===== src/rtl/mips_pkg.sv =====
// Shared constants and types for the MIPS instruction decoder: widths, opcode/funct
// encodings, ALU operation codes and immediate-extension modes.
package mips_pkg;

    localparam int unsigned D_WIDTH  = 32;
    localparam int unsigned RA_WIDTH = 5;

    localparam logic [5:0] OP_RTYPE = 6'd0;
    localparam logic [5:0] OP_J     = 6'd2;
    localparam logic [5:0] OP_JAL   = 6'd3;
    localparam logic [5:0] OP_BEQ   = 6'd4;
    localparam logic [5:0] OP_BNE   = 6'd5;
    localparam logic [5:0] OP_ADDI  = 6'd8;
    localparam logic [5:0] OP_ANDI  = 6'd12;
    localparam logic [5:0] OP_ORI   = 6'd13;
    localparam logic [5:0] OP_LUI   = 6'd15;
    localparam logic [5:0] OP_LW    = 6'd35;
    localparam logic [5:0] OP_SW    = 6'd43;

    localparam logic [5:0] FN_SLL = 6'd0;
    localparam logic [5:0] FN_SRL = 6'd2;
    localparam logic [5:0] FN_MUL = 6'd24;
    localparam logic [5:0] FN_DIV = 6'd26;
    localparam logic [5:0] FN_ADD = 6'd32;
    localparam logic [5:0] FN_SUB = 6'd34;

    localparam logic [RA_WIDTH-1:0] RA_LINK = 5'd31;

    typedef enum logic [3:0] {
        ALU_NOP, ALU_ADD, ALU_SUB, ALU_AND, ALU_OR,
        ALU_SLL, ALU_SRL, ALU_MUL, ALU_DIV, ALU_LUI
    } alu_op_e;

    typedef enum logic [2:0] {
        ImmNone, ImmSign, ImmZero, ImmUpper, ImmJump
    } imm_mode_e;

endpackage


===== src/rtl/mips_imm_ext.sv =====
// Combinational immediate extender: 16-bit sign/zero/upper or 26-bit jump target.
module mips_imm_ext
    import mips_pkg::*;
(
    input  logic [25:0]        imm_i,
    input  imm_mode_e          mode_i,
    output logic [D_WIDTH-1:0] imm_ext_o
);

    always_comb begin
        imm_ext_o = '0;
        case (mode_i)
            ImmSign:  imm_ext_o = {{16{imm_i[15]}}, imm_i[15:0]};
            ImmZero:  imm_ext_o = {16'h0, imm_i[15:0]};
            ImmUpper: imm_ext_o = {imm_i[15:0], 16'h0};
            ImmJump:  imm_ext_o = {6'b0, imm_i};
            default:  imm_ext_o = '0;
        endcase
    end

endmodule


===== src/rtl/mips_instr_decoder.sv =====
// MIPS instruction decoder: combinational field slices plus registered control decode.
// Define MIPS_DEC_ILLEGAL_EN to drive illegal and the sticky illegal_seen flag.
module mips_instr_decoder
    import mips_pkg::*;
(
    input  logic                Clk,
    input  logic                Rst,
    input  logic [D_WIDTH-1:0]  IR,
    input  logic                ir_valid,
    output logic [5:0]          op,
    output logic [RA_WIDTH-1:0] rs,
    output logic [RA_WIDTH-1:0] rt,
    output logic [RA_WIDTH-1:0] rd,
    output logic [4:0]          sh,
    output logic [5:0]          fn,
    output logic                dec_valid,
    output alu_op_e             alu_op,
    output logic                itype,
    output logic                jtype,
    output logic [D_WIDTH-1:0]  imm_ext,
    output logic                wr_en,
    output logic [RA_WIDTH-1:0] wr_addr,
    output logic                illegal,
    output logic                illegal_seen
);

    assign op = IR[31:26];
    assign rs = IR[25:21];
    assign rt = IR[20:16];
    assign rd = IR[15:11];
    assign sh = IR[10:6];
    assign fn = IR[5:0];

    alu_op_e             alu_d;
    imm_mode_e           mode_d;
    logic                itype_d, jtype_d, wr_en_d, ill_d;
    logic [RA_WIDTH-1:0] wa_d;
    logic [D_WIDTH-1:0]  imm_d;

    always_comb begin
        alu_d   = ALU_NOP;
        mode_d  = ImmNone;
        itype_d = 1'b0;
        jtype_d = 1'b0;
        wr_en_d = 1'b0;
        wa_d    = '0;
        ill_d   = 1'b0;
        case (op)
            OP_RTYPE: begin
                wr_en_d = 1'b1;
                wa_d    = rd;
                case (fn)
                    FN_SLL:  alu_d = ALU_SLL;
                    FN_SRL:  alu_d = ALU_SRL;
                    FN_MUL:  alu_d = ALU_MUL;
                    FN_DIV:  alu_d = ALU_DIV;
                    FN_ADD:  alu_d = ALU_ADD;
                    FN_SUB:  alu_d = ALU_SUB;
                    default: ill_d = 1'b1;
                endcase
            end
            OP_ADDI, OP_LW: begin
                itype_d = 1'b1; wa_d = rt; alu_d = ALU_ADD; mode_d = ImmSign; wr_en_d = 1'b1;
            end
            OP_ANDI: begin
                itype_d = 1'b1; wa_d = rt; alu_d = ALU_AND; mode_d = ImmZero; wr_en_d = 1'b1;
            end
            OP_ORI: begin
                itype_d = 1'b1; wa_d = rt; alu_d = ALU_OR; mode_d = ImmZero; wr_en_d = 1'b1;
            end
            OP_LUI: begin
                itype_d = 1'b1; wa_d = rt; alu_d = ALU_LUI; mode_d = ImmUpper; wr_en_d = 1'b1;
            end
            OP_SW: begin
                itype_d = 1'b1; wa_d = rt; alu_d = ALU_ADD; mode_d = ImmSign;
            end
            OP_BEQ, OP_BNE: begin
                itype_d = 1'b1; wa_d = rt; alu_d = ALU_SUB; mode_d = ImmSign;
            end
            OP_J: begin
                jtype_d = 1'b1; mode_d = ImmJump;
            end
            OP_JAL: begin
                jtype_d = 1'b1; mode_d = ImmJump; wr_en_d = 1'b1; wa_d = RA_LINK;
            end
            default: ill_d = 1'b1;
        endcase
        // Unsupported encodings collapse to a harmless NOP with no side effects.
        if (ill_d) begin
            alu_d   = ALU_NOP;
            mode_d  = ImmNone;
            itype_d = 1'b0;
            jtype_d = 1'b0;
            wr_en_d = 1'b0;
            wa_d    = '0;
        end
        if (wa_d == '0) begin
            wr_en_d = 1'b0;
        end
    end

    mips_imm_ext u_imm_ext (
        .imm_i     (IR[25:0]),
        .mode_i    (mode_d),
        .imm_ext_o (imm_d)
    );

    logic                dec_valid_q, itype_q, jtype_q, wr_en_q;
    alu_op_e             alu_q;
    logic [D_WIDTH-1:0]  imm_q;
    logic [RA_WIDTH-1:0] wa_q;

    always_ff @(posedge Clk) begin
        if (Rst) begin
            dec_valid_q <= 1'b0;
            alu_q       <= ALU_NOP;
            itype_q     <= 1'b0;
            jtype_q     <= 1'b0;
            imm_q       <= '0;
            wr_en_q     <= 1'b0;
            wa_q        <= '0;
        end else begin
            dec_valid_q <= ir_valid;
            if (ir_valid) begin
                alu_q   <= alu_d;
                itype_q <= itype_d;
                jtype_q <= jtype_d;
                imm_q   <= imm_d;
                wr_en_q <= wr_en_d;
                wa_q    <= wa_d;
            end
        end
    end

    assign dec_valid = dec_valid_q;
    assign alu_op    = alu_q;
    assign itype     = itype_q;
    assign jtype     = jtype_q;
    assign imm_ext   = imm_q;
    assign wr_en     = wr_en_q;
    assign wr_addr   = wa_q;

`ifdef MIPS_DEC_ILLEGAL_EN
    logic illegal_q, illegal_seen_q;

    always_ff @(posedge Clk) begin
        if (Rst) begin
            illegal_q      <= 1'b0;
            illegal_seen_q <= 1'b0;
        end else if (ir_valid) begin
            illegal_q <= ill_d;
            if (ill_d) begin
                illegal_seen_q <= 1'b1;
            end
        end
    end

    assign illegal      = illegal_q;
    assign illegal_seen = illegal_seen_q;
`else
    assign illegal      = 1'b0;
    assign illegal_seen = 1'b0;
`endif

endmodule


===== config.mk =====
export PLATFORM = sky130hd
export DESIGN_NAME = mips_instr_decoder
export DESIGN_NICKNAME = d
export VERILOG_FILES = /design/src/rtl/mips_pkg.sv /design/src/rtl/mips_imm_ext.sv /design/src/rtl/mips_instr_decoder.sv
export SDC_FILE = /design/constraint.sdc
export NUM_CORES = 1
export LEC_CHECK = 0
export ABC_AREA = 0
export BUFFER_PORTS_ARGS = -buffer_cell sky130_fd_sc_hd__buf_4
export CORE_UTILIZATION = 51
export CTS_CLUSTER_DIAMETER = 60
export DETAILED_ROUTE_END_ITERATION = 6
export GPL_ROUTABILITY_DRIVEN = 1
export PLACE_DENSITY = 0.9
export SLEW_MARGIN = 25
export SYNTH_ARGS = -nofsm -noshare
export SYNTH_HDL_FRONTEND = slang
export SYNTH_SLANG_ARGS = --single-unit

===== constraint.sdc =====
create_clock -name Clk -period 3.17 [get_ports Clk]
set_input_delay 0.634 -clock Clk [delete_from_list [all_inputs] [get_ports Clk]]
set_output_delay 0.634 -clock Clk [all_outputs]
set_load 0.02 [all_outputs]

Word level (Yosys, flattened, before mapping)

Cells that the tools add are included.

Add/subtract/negate cells: 0
Multipliers: 0
Divide/modulo/power cells: 0
Magnitude comparators: 0
Eq/ne operators: 19
Shift operators: 0
Muxes and demuxes: 17
Bitwise gates (word level): 0
Reductions and logical operators: 12

Operators by type and width:

| kind                                           | count |
|---|---|
| case mux 32 bit (4 select lines)               | 1 |
| case mux 4 bit (6 select lines)                | 2 |
| == test 6 x 4 -> 1 bit (second input constant) | 4 |
| == test 6 bit (second input constant)          | 4 |
| == test 6 x 2 -> 1 bit (second input constant) | 3 |
| case mux 5 bit (3 select lines)                | 1 |
| == test 6 x 3 -> 1 bit (second input constant) | 2 |
| == test 6 x 5 -> 1 bit (second input constant) | 2 |
| logical NOT 6 bit                              | 2 |
| case mux 3 bit (4 select lines)                | 1 |
| OR reduction 10 bit                            | 1 |
| 2-to-1 mux 1 bit                               | 8 |
| OR reduction 8 bit                             | 1 |
| OR reduction 7 bit                             | 1 |
| == test 3 x 2 -> 1 bit (second input constant) | 2 |
| OR reduction 2 bit                             | 3 |
| OR reduction 6 bit                             | 1 |
| logical NOT 5 bit                              | 1 |
| 2-to-1 mux 5 bit                               | 1 |
| OR reduction 5 bit                             | 1 |
| 2-to-1 mux 4 bit                               | 1 |
| == test 3 x 1 -> 1 bit (second input constant) | 1 |
| == test 3 bit (second input constant)          | 1 |
| 2-to-1 mux 3 bit                               | 1 |
| other kinds (2)                                | 2 |

Register bits after elaboration: 45
Latch bits: 0
Bits in writable memories: 0
Memory bits (read-only): 0
Input bits: 35
Output and inout bits: 79
Word-level logic and storage cells: 55
Memories: 0

Depth between registers and ports, before layout

Gate-level depths: netlist of run 1.

Word-level depth: 7
Depth in mapped cells: 8
Mapped depth without buffers: 5

Modules after synthesis

A second synthesis of run 1 with hierarchy kept.

Cell total of the unflattened synthesis: 337
Area total of the unflattened synthesis: 2,966.6 µm²

Modules (own cells, without submodules):

| module             | instances | cells an instance | area each (µm²) | seq. area each (µm²) |
|---|---|---|---|---|
| mips_instr_decoder | 1         | 260               | 2,384.8         | 900.9 |
| mips_imm_ext       | 1         | 77                | 581.8           | 0.0 |

Least setup slack after synthesis of run 1

No wires, ideal clock.

Path type: input to register
From: in IR[26]
To: reg imm_q[20], in the netlist imm_ext[20]
Library setup time: 74 ps
Arrival time: 1,937 ps
Required time: 3,096 ps
Setup slack: 1,158 ps
Stages on the path: 7
Buffers on the path: 2
Cell sequence: buf_6 -> or3b_1 -> a211o_1 -> a21oi_4 -> buf_6 -> a21oi_1 -> o22ai_2

Cells in the longest elaborated chain, start to end: 6
Elaborated cells between the ends (all ways): 23
Those cells by class: eq/ne (14); mux (4); reduce/logical (5)

Ends and longest elaborated chain:

| element                                                                                   | line                      | source |
|---|---|---|
| start: declaration                                                                        | mips_instr_decoder.sv:8   | `input logic [D_WIDTH-1:0] IR,` |
| == test 6 x 2 -> 1 bit, or another cell as far along                                      | mips_instr_decoder.sv:48  | `case (op)` |
| OR reduction 10 bit (no source line), or another cell as far along                        | -                         |  |
| case mux 1 bit (2 select lines) / case mux 3 bit (4 select lines) (equally long branches) | mips_instr_decoder.sv:48  |  |
| 2-to-1 mux 3 bit *                                                                        | mips_instr_decoder.sv:89  | `if (ill_d) begin` |
| == test 3 bit, or another cell as far along                                               | mips_imm_ext.sv:12        | `case (mode_i)` |
| case mux 32 bit (4 select lines) *                                                        | mips_imm_ext.sv:12        |  |
| end signal: assignment                                                                    | mips_instr_decoder.sv:128 | `imm_q <= imm_d;` |
| end: declaration                                                                          | mips_instr_decoder.sv:110 | `logic [D_WIDTH-1:0] imm_q;` |

Every way passes the cells marked *; elsewhere a longest branch is shown, timed or not.
A chain may end at the register's enable or synchronous reset.

Worst setup path in the final report of run 1

From: in IR[26]
To: reg imm_q[28], in the netlist imm_ext[28]

The elaborated chain is that of the path after synthesis.

==> metrics.txt, run 1 <==
status=finished with violations; failing checks=DRC; Vias/cell=5.54; Top FF cell, synth=dfxtp_1; mapped cell area=2510 um^2; core region area=4720 um^2; drt total wl=6820 um; NetSw=336 uW; Int Pwr=817 uW; fin area=3180 um^2; vias in the first global route=2,129; ant diodes=0; Rows=25; Cell variety after synth=46; Top Metal Used=met4; All-Layer GR Usage=0.256; Sw Ratio=0.292; post-cts hold buffer count=0; final period utilization=0.637; maximum clock frequency=496 MHz; register area share after synthesis=0.359; Num CTS Buffers=5; pwr dens=363 nW/um^2; drt pass-1 iters=7; first-pass GRT wire length=10,300 um; DRC Markers=2; Peak supply drop=251 uV; Worst-Margin Slew=1030 ps; beginning of the critical path=IR[26]; Area Overhead vs Synth=26.8%; fin. max-slew vios=0; met2 routed WL=3340 um; clk sink count=45; Hold Vio Cnt, Final=0; clk_lat worst skew=290 ps; buffer levels on the longest clock path=2; Initial Utilization=0.531; clock share of power=0.306; IO Port Bufs=111; leakage=0.00132 uW; Final Util=0.673; Avg Cell Area, Syn=8.04 um^2; Setup Fix Bufs, Post-CTS=0; FF-to-FF setup slack=2250 ps; largest net degree at the start of global routing=45; cell count after synthesis=312; Hold Crit Class=flip-flop to flip-flop; ratio of cells with drive above 1 in the final layout=0.363; Cell Area, Placed=3090 um^2; Starting DRT DRC Count=259; Seq pwr share=0.498; RR Startpoint=imm_ext[24]; CTS tree=done; Yosys warnings=0; CP Launch Type=input port; Worst-path clk slew=80 ps; Critical Path AT=2170 ps; DR WL/cell=15.3 um; initial antenna violation count=0; Worst R2R Path Depth=3; via count=2,477; Post-Route M1 WL=2900 um; synthesized flop and latch total=45; root buffer cell=clkbuf_8; Post-synth EDFFs=0; Final #Nets=414; DPL Wire Length=4810 um; Setup Skew=0 ps; CTS resizes=0; worst setup path category=input port to flip-flop; R2R Path End=imm_ext[24]; Tmin final=2020 ps; CP Capture Point=imm_ext[28]; H-tree Lvls=2; Comb pwr share=0.197; Critical Path Sink Type=flip-flop; Async S/R FF share, synth=0; RSZ-0062 raised after global routing=no; DIE AREA=5200 um^2; chip width=72.1 um; I/O pins=114; final global-route overflow total=0; metal3 WL=525 um; number of max-cap violations=0; post-route ant nets=0; die height=72.1 um; Critical Path RT=3320 ps; Slew headroom=0.308; setup TNS=0 ps; Final Setup Violations=0; GP Congestion=0.826; worst-path maximum fanout=15
-- synthesized netlist by cell type (2+ instances only) --
master,instances,share of area
a31oi_1,12,0.030
buf_4,36,0.11
buf_6,2,0.0090
buf_2,7,0.014
mux2i_1,2,0.0080
nand3_1,2,0.0040
nor2_1,29,0.043
and3_1,2,0.0050
nand2_1,22,0.033
clkbuf_1,8,0.012
nor2b_1,28,0.070
inv_1,2,0.0030
or4_1,2,0.0060
buf_1,2,0.0030
o22ai_2,10,0.050
nand2b_1,7,0.017
o21ai_0,17,0.034
nor3_1,2,0.0040
dfxtp_1,45,0.36
a21oi_1,49,0.098
-- registers in the layout, indices dropped and copies added, names as in the netlist --
| register | flops |
|---|---|
| alu_op | 4 |
| dec_valid | 1 |
| imm_ext | 32 |
| itype | 1 |
| jtype | 1 |
| wr_addr | 5 |
| wr_en | 1 |
-- metrics by stage --
| stage | setup slack [ps] | cells | total power (uW) | hold slack (ps) |
|---|---|---|---|---|
| 5_1_grt | 1020 | 447 | 1190 | 487 |
| 4_1_cts | 1210 | 447 | 1150 | 464 |
| 3_3_place_gp | 928 | 439 | 810 | 440 |
| 6_report | 1150 | 447 | 1150 | 461 |
| 2_1_floorplan | 1160 | 313 | 737 | 533 |
| 3_5_place_dp | 856 | 439 | 811 | 445 |
-- metal layers --
metal  up-vias  global-route usage
li1       1175                   -
met1      1156               0.341
met2       140               0.418
met3         6              0.0569
met4         0              0.0675
met5         -                   0
-- logic make-up after synthesis --
kind of cell | Yosys count | synth area share
DFF | 45 | 0.359
AOI/OAI and AO/OA | 102 | 0.263
muxes | 3 | 0.0125
buffers and inverters | 57 | 0.149
other | 1 | 0.00149
and+or+nand+nor | 104 | 0.215
-- power groups by stage --
stage | Sequential, uW | Combinational [uW] | Clock (uW)
2_1_floorplan | 595 | 142 | 0
3_3_place_gp | 587 | 223 | 0
3_5_place_dp | 587 | 224 | 0
4_1_cts | 574 | 225 | 355
5_1_grt | 575 | 241 | 377
6_report | 574 | 227 | 352
-- critical path: stages --
cell and delay, ps:
buf_4 140, and2b_1 180, o21ai_0 370, nand2_1 90
nand2_1 550, o21ai_0 190
-- cell type report --
type / count / area [um^2]
timing repair buffer: 114 / 856
multi-input combinational: 211 / 1240
sequential: 45 / 901
inverter: 2 / 7.51
fill: 401 / 1540
clock buffer: 6 / 72.6
clock inverter: 2 / 15.0
tap: 67 / 83.8
-- cells in the final DEF, fill, tap and decap left out, drive strengths merged, types with 6 or more instances in the layout --
master / synthesis / layout
buf: 47 / 114
a21oi: 50 / 50
dfxtp: 45 / 45
nor2: 30 / 30
nor2b: 28 / 28
nand2: 22 / 22
o21ai: 17 / 17
a31oi: 13 / 13
o22ai: 10 / 10
nand2b: 7 / 7
clkbuf: 8 / 6
-- worst min path at each step --
stage,from,slack (ps),endpoint,cells past startpoint
2_1_floorplan,wr_en,530,wr_en,2
3_3_place_gp,alu_op[3],440,alu_op[3],2
3_5_place_dp,alu_op[2],450,alu_op[2],2
4_1_cts,alu_op[2],460,alu_op[2],2
5_1_grt,wr_addr[0],490,wr_addr[0],2
6_report,wr_addr[4],460,wr_addr[4],2
Power figures use the tool's default switching activity.
==> run 2: changes to the inputs <==
CORE_UTILIZATION = 43   (was 51)
PLACE_DENSITY = 0.81   (was 0.9)
clock period = 1.7 ns   (was 3.17 ns; I/O delays follow)
==> run 2 against run 1 <==
Clock skew unchanged. Die area is 18% higher. The run now ends clean. Critical path depth is 1 higher. First-iteration DRC count is 27% lower. Worst hold slack got worse by 160 ps. Via count increased by 3.5%. Utilization is 6.5 points lower.
==> metrics.txt, run 2 (synthesis results as in run 1) <==
RSZ-0062 raised after global routing=no (unchanged); ratio of cells with drive above 1 in the final layout=0.396 (was 0.363); CP Launch Type=input port (unchanged); Final Setup Violations=0 (unchanged); status=finished clean (was finished with violations); maximum clock frequency=651 MHz; Worst-path clk slew=80 ps (about the same); worst-path maximum fanout=15 (unchanged); Hold Crit Class=input port to flip-flop (was flip-flop to flip-flop); DRC Markers=0 (was 2); number of max-cap violations=0 (unchanged); Area Overhead vs Synth=35.2% (was 26.8%); drt total wl=7340 um (was 6820 um); largest net degree at the start of global routing=44 (was 45); DPL Wire Length=5440 um (was 4810 um); cell family with most CP delay=compound AO/OA/AOI/OAI gates (was simple AND/OR/NAND/NOR gates); chip width=78.4 um (was 72.1 um); Setup Fix Bufs, Post-CTS=0 (unchanged); most frequent cells in the layout=buf_4, a21oi_1, dfxtp_1 (unchanged); Num CTS Buffers=5 (unchanged); DR WL/cell=15.6 um (was 15.3 um); critical path cell sequence=buf_4, or3b_1, a211o_1, a21oi_4, buf_12, a21oi_1, o21ai_0 (was buf_4, and2b_1, o21ai_0, nand2_1, nand2_1, o21ai_0); vias in the first global route=2,344 (was 2,129); first-pass GRT wire length=11,500 um (was 10,300 um); Final Util=0.608 (was 0.673); GP Congestion=0.886 (was 0.826); IO Port Bufs=111 (unchanged); I/O pins=114 (unchanged); most common cell after layout, fill and taps aside=buf_4 (unchanged); Final #Nets=434 (was 414); Initial Utilization=0.450 (was 0.531); Critical Path AT=1750 ps (was 2170 ps); die height=78.4 um (was 72.1 um); H-tree Lvls=2 (unchanged); drt pass-1 iters=4 (was 7); Vias/cell=5.44 (was 5.54); buffer levels on the longest clock path=2 (unchanged); post-cts hold buffer count=0 (unchanged); core region area=5570 um^2 (was 4720 um^2); max reg flops=32 (unchanged); final global-route overflow total=0 (unchanged); worst setup path category=input port to flip-flop (unchanged); final period utilization=0.904; Peak supply drop=676 uV (was 251 uV); post-route ant nets=0 (unchanged); All-Layer GR Usage=0.240 (was 0.256); FF-to-FF setup slack=850 ps (was 2250 ps); pwr dens=679 nW/um^2 (was 363 nW/um^2); Critical Path RT=1910 ps (was 3320 ps); CTS resizes=0 (unchanged); Hold Vio Cnt, Final=0 (unchanged); DIE AREA=6140 um^2 (was 5200 um^2); Tot Pwr=2300 uW (was 1150 uW); Setup Skew=0 ps (unchanged); CTS tree=done (unchanged); leakage=0.00145 uW (was 0.00132 uW); Critical Path Sink Type=flip-flop (unchanged); initial antenna violation count=0 (unchanged); Starting DRT DRC Count=188 (was 259); via count=2,564 (was 2,477); Tmin final=1540 ps; ant diodes=0 (unchanged); critical path's slowest cell=or3b_1 (was nand2_1); fin. max-slew vios=0 (unchanged); clk sink count=45 (unchanged); clk_lat worst skew=290 ps (about the same); Rows=27 (was 25); root buffer cell=clkbuf_8 (unchanged); WP buf/inv=2 (was 1); crit-path max cell delay=390 ps (was 550 ps)
[run 2: changes by cell type in the layout (fill, tap and decap cells not counted), sizes merged]
cell	previous run	this run
buf	114	134
clkinvlp	2	0
bufinv	0	1
clkbuf	6	5
clkinv	0	1
[run 2: stage by stage]
stage	worst slack [ps]	TNS (ps)	hold WS (ps)	cell area [um^2]	instances
floorplan	6.68	0	479	2510	313
global placement	-15.4	-55.7	440	3290	464
detailed placement	-120	-1170	444	3290	464
CTS	165	0	298	3390	471
global route	71.3	0	300	3390	471
finish	164	0	299	3390	471
[run 2: worst paths after layout]
| check | to | cells past startpoint | startpoint |
|---|---|---|---|
| worst max-delay path | imm_ext[29] | 7 | IR[26] |
| worst min-delay path | imm_ext[9] | 3 | IR[9] |
| worst max register to register | imm_ext[23] | 3 | imm_ext[23] |
| worst min register to register | alu_op[0] | 2 | alu_op[0] |
[run 2: final cells by class]
class,count,area (um^2)
multi-input combinational,211,1240
clock buffer,5,68.8
timing repair buffer,134,1040
clock inverter,2,35.0
fill,504,2180
sequential,45,901
tap,72,90.1
inverter,2,7.51
[run 2: tightest hold or removal path, cell delays in order]
cell     delay (ps)
buf_4           100
a21oi_1          50
nor2_1           70
[run 2: per-layer routing]
metal | vias up | global-route usage | routed length, um
li1 | 1220 | - | -
met1 | 1192 | 0.310 | 3140
met2 | 130 | 0.383 | 3480
met3 | 22 | 0.0453 | 531
met4 | 0 | 0.115 | 193
met5 | - | 0 | 0
[run 2: power by group]
part | switching, uW | leakage [uW] | internal (uW)
Clock | 340 | 0.0000540 | 427
Combinational | 266 | 0.00103 | 199
Sequential | 5.75 | 0.000363 | 1070
Total | 612 | 0.00145 | 1690
==> run 3: changes to the inputs <==
BUFFER_PORTS_ARGS = -buffer_cell sky130_fd_sc_hd__buf_2   (was -buffer_cell sky130_fd_sc_hd__buf_4)
CORE_MARGIN = 3   (was not set)
==> run 3 against run 2 <==
Clock skew unchanged. Design area decreased by 6.9%. Routed wire length shrank 0.59%. Total power is 5.3% lower. Register-to-register slack worse by 20 ps. Combinational power decreased by 9.7%. Critical endpoint is now alu_op[3]. First-iteration DRC count rose by 11%.
==> metrics.txt, run 3 (synthesis results as in run 1) <==
All-Layer GR Usage=0.210 (was 0.240); clk_lat worst skew=290 ps (about the same); Tot Pwr=2180 uW (was 2300 uW); setup TNS=0 ps (unchanged); core region area=5570 um^2 (unchanged); DR WL/cell=15.2 um (was 15.6 um); crit-path max cell delay=430 ps (was 390 ps); most frequent cells in the layout=buf_2, a21oi_1, dfxtp_1 (was buf_4, a21oi_1, dfxtp_1); worst setup path category=input port to flip-flop (unchanged); H-tree Lvls=2 (unchanged); Critical Path AT=1800 ps (was 1750 ps); ratio of cells with drive above 1 in the final layout=0.411 (was 0.396); max reg flops=32 (unchanged); post-cts hold buffer count=0 (unchanged); critical path cell sequence=buf_2, nor4_1, o2111ai_1, a31o_2, a21o_1, o21ai_0 (was buf_4, or3b_1, a211o_1, a21oi_4, buf_12, a21oi_1, o21ai_0); CTS resizes=0 (unchanged); Rows=27 (unchanged); dpl cells=473 (was 464); largest net degree at the start of global routing=32 (was 44); Setup Skew=0 ps (unchanged); Area Overhead vs Synth=25.9% (was 35.2%); IO Port Bufs=111 (unchanged); I/O pins=114 (unchanged); Setup Fix Bufs, Post-CTS=0 (unchanged); post-route ant nets=0 (unchanged); pwr dens=691 nW/um^2 (was 679 nW/um^2); status=finished clean (unchanged); die height=82.4 um (was 78.4 um); Initial Utilization=0.450 (unchanged); first-pass GRT wire length=11,000 um (was 11,500 um); critical path's slowest cell=nor4_1 (was or3b_1); DPL Wire Length=5590 um (was 5440 um); CP Launch Type=input port (unchanged); via count=2,597 (was 2,564); chip width=82.4 um (was 78.4 um); Peak supply drop=378 uV (was 676 uV); Vias/cell=5.40 (was 5.44); Final Setup Violations=0 (unchanged); Tmin final=1580 ps (was 1540 ps); Worst-path clk slew=90 ps (was 80 ps); Starting DRT DRC Count=209 (was 188); fin. max-slew vios=0 (unchanged); worst-path maximum fanout=5 (was 15); Post-Layout Cell Count=481 (was 471); area of the multi-input gates=1240 um^2 (unchanged); root buffer cell=clkbuf_8 (unchanged); buffer levels on the longest clock path=2 (unchanged); leakage=0.00142 uW (was 0.00145 uW); clk sink count=45 (unchanged); Hold Crit Class=input port to flip-flop (unchanged); drt total wl=7300 um (was 7340 um); GP Congestion=0.900 (was 0.886); FF-to-FF setup slack=830 ps (was 850 ps); DRC Markers=0 (unchanged); most common cell after layout, fill and taps aside=buf_2 (was buf_4); Hold Vio Cnt, Final=0 (unchanged); RSZ-0062 raised after global routing=no (unchanged); CTS tree=done (unchanged); maximum clock frequency=632 MHz (was 651 MHz); number of max-cap violations=0 (unchanged); Critical Path RT=1920 ps (was 1910 ps); Critical Path Sink Type=flip-flop (unchanged); drt pass-1 iters=4 (unchanged); initial antenna violation count=0 (unchanged); Final #Nets=443 (was 434); DIE AREA=6790 um^2 (was 6140 um^2); Num CTS Buffers=5 (unchanged); # fillers=527 (was 504); final period utilization=0.931 (was 0.904); ant diodes=0 (unchanged); vias in the first global route=2,195 (was 2,344); final global-route overflow total=0 (unchanged); Storage cell area=901 um^2 (unchanged)
[run 3: metrics by stage]
step                utilization  hold slack [ps]  instance area [um^2]  setup WS, ps
floorplan                     -              479                  2510          6.68
global placement          0.550              433                  3060         -93.7
detailed placement        0.550              439                  3060          -173
CTS                       0.567              295                  3160           136
global route              0.567              305                  3160          41.0
finish                    0.567              306                  3160           118
[run 3: power by group]
group          internal (uW)  leakage (uW)  switching [uW]  total (uW)
clock                    297     0.0000447             395         692
sequential              1070      0.000363            5.21        1070
combinational            157       0.00101             263         420
[run 3: cell type report]
cell class | count | share of cell area
well taps | 72 | 0.0285
clock buffers | 5 | 0.0218
flip-flops and latches | 45 | 0.285
repair buffers | 143 | 0.260
clock inverters | 3 | 0.00792
inverters | 2 | 0.00238
multi-input cells | 211 | 0.394
[run 3: final timing paths]
| check | from | endpoint | depth (start not counted) |
|---|---|---|---|
| min | IR[9] | imm_ext[9] | 3 |
| min reg2reg | wr_en | wr_en | 2 |
| max reg2reg | imm_ext[19] | imm_ext[19] | 3 |
| max | IR[31] | alu_op[3] | 6 |
[run 3: worst max-delay path, delay by kind of cell]
kind            cells  cell delay, ps
compound gates      4             890
buf+inv             1             130
simple gates        1             430
[run 3: routing by layer]
| metal | wire length [um] | track usage | vias up |
|---|---|---|---|
| met5 | 0 | 0 | - |
| met4 | 121 | 0.0532 | 0 |
| met3 | 774 | 0.0423 | 13 |
| met2 | 3290 | 0.327 | 139 |
| met1 | 3110 | 0.296 | 1195 |
| li1 | - | - | 1250 |
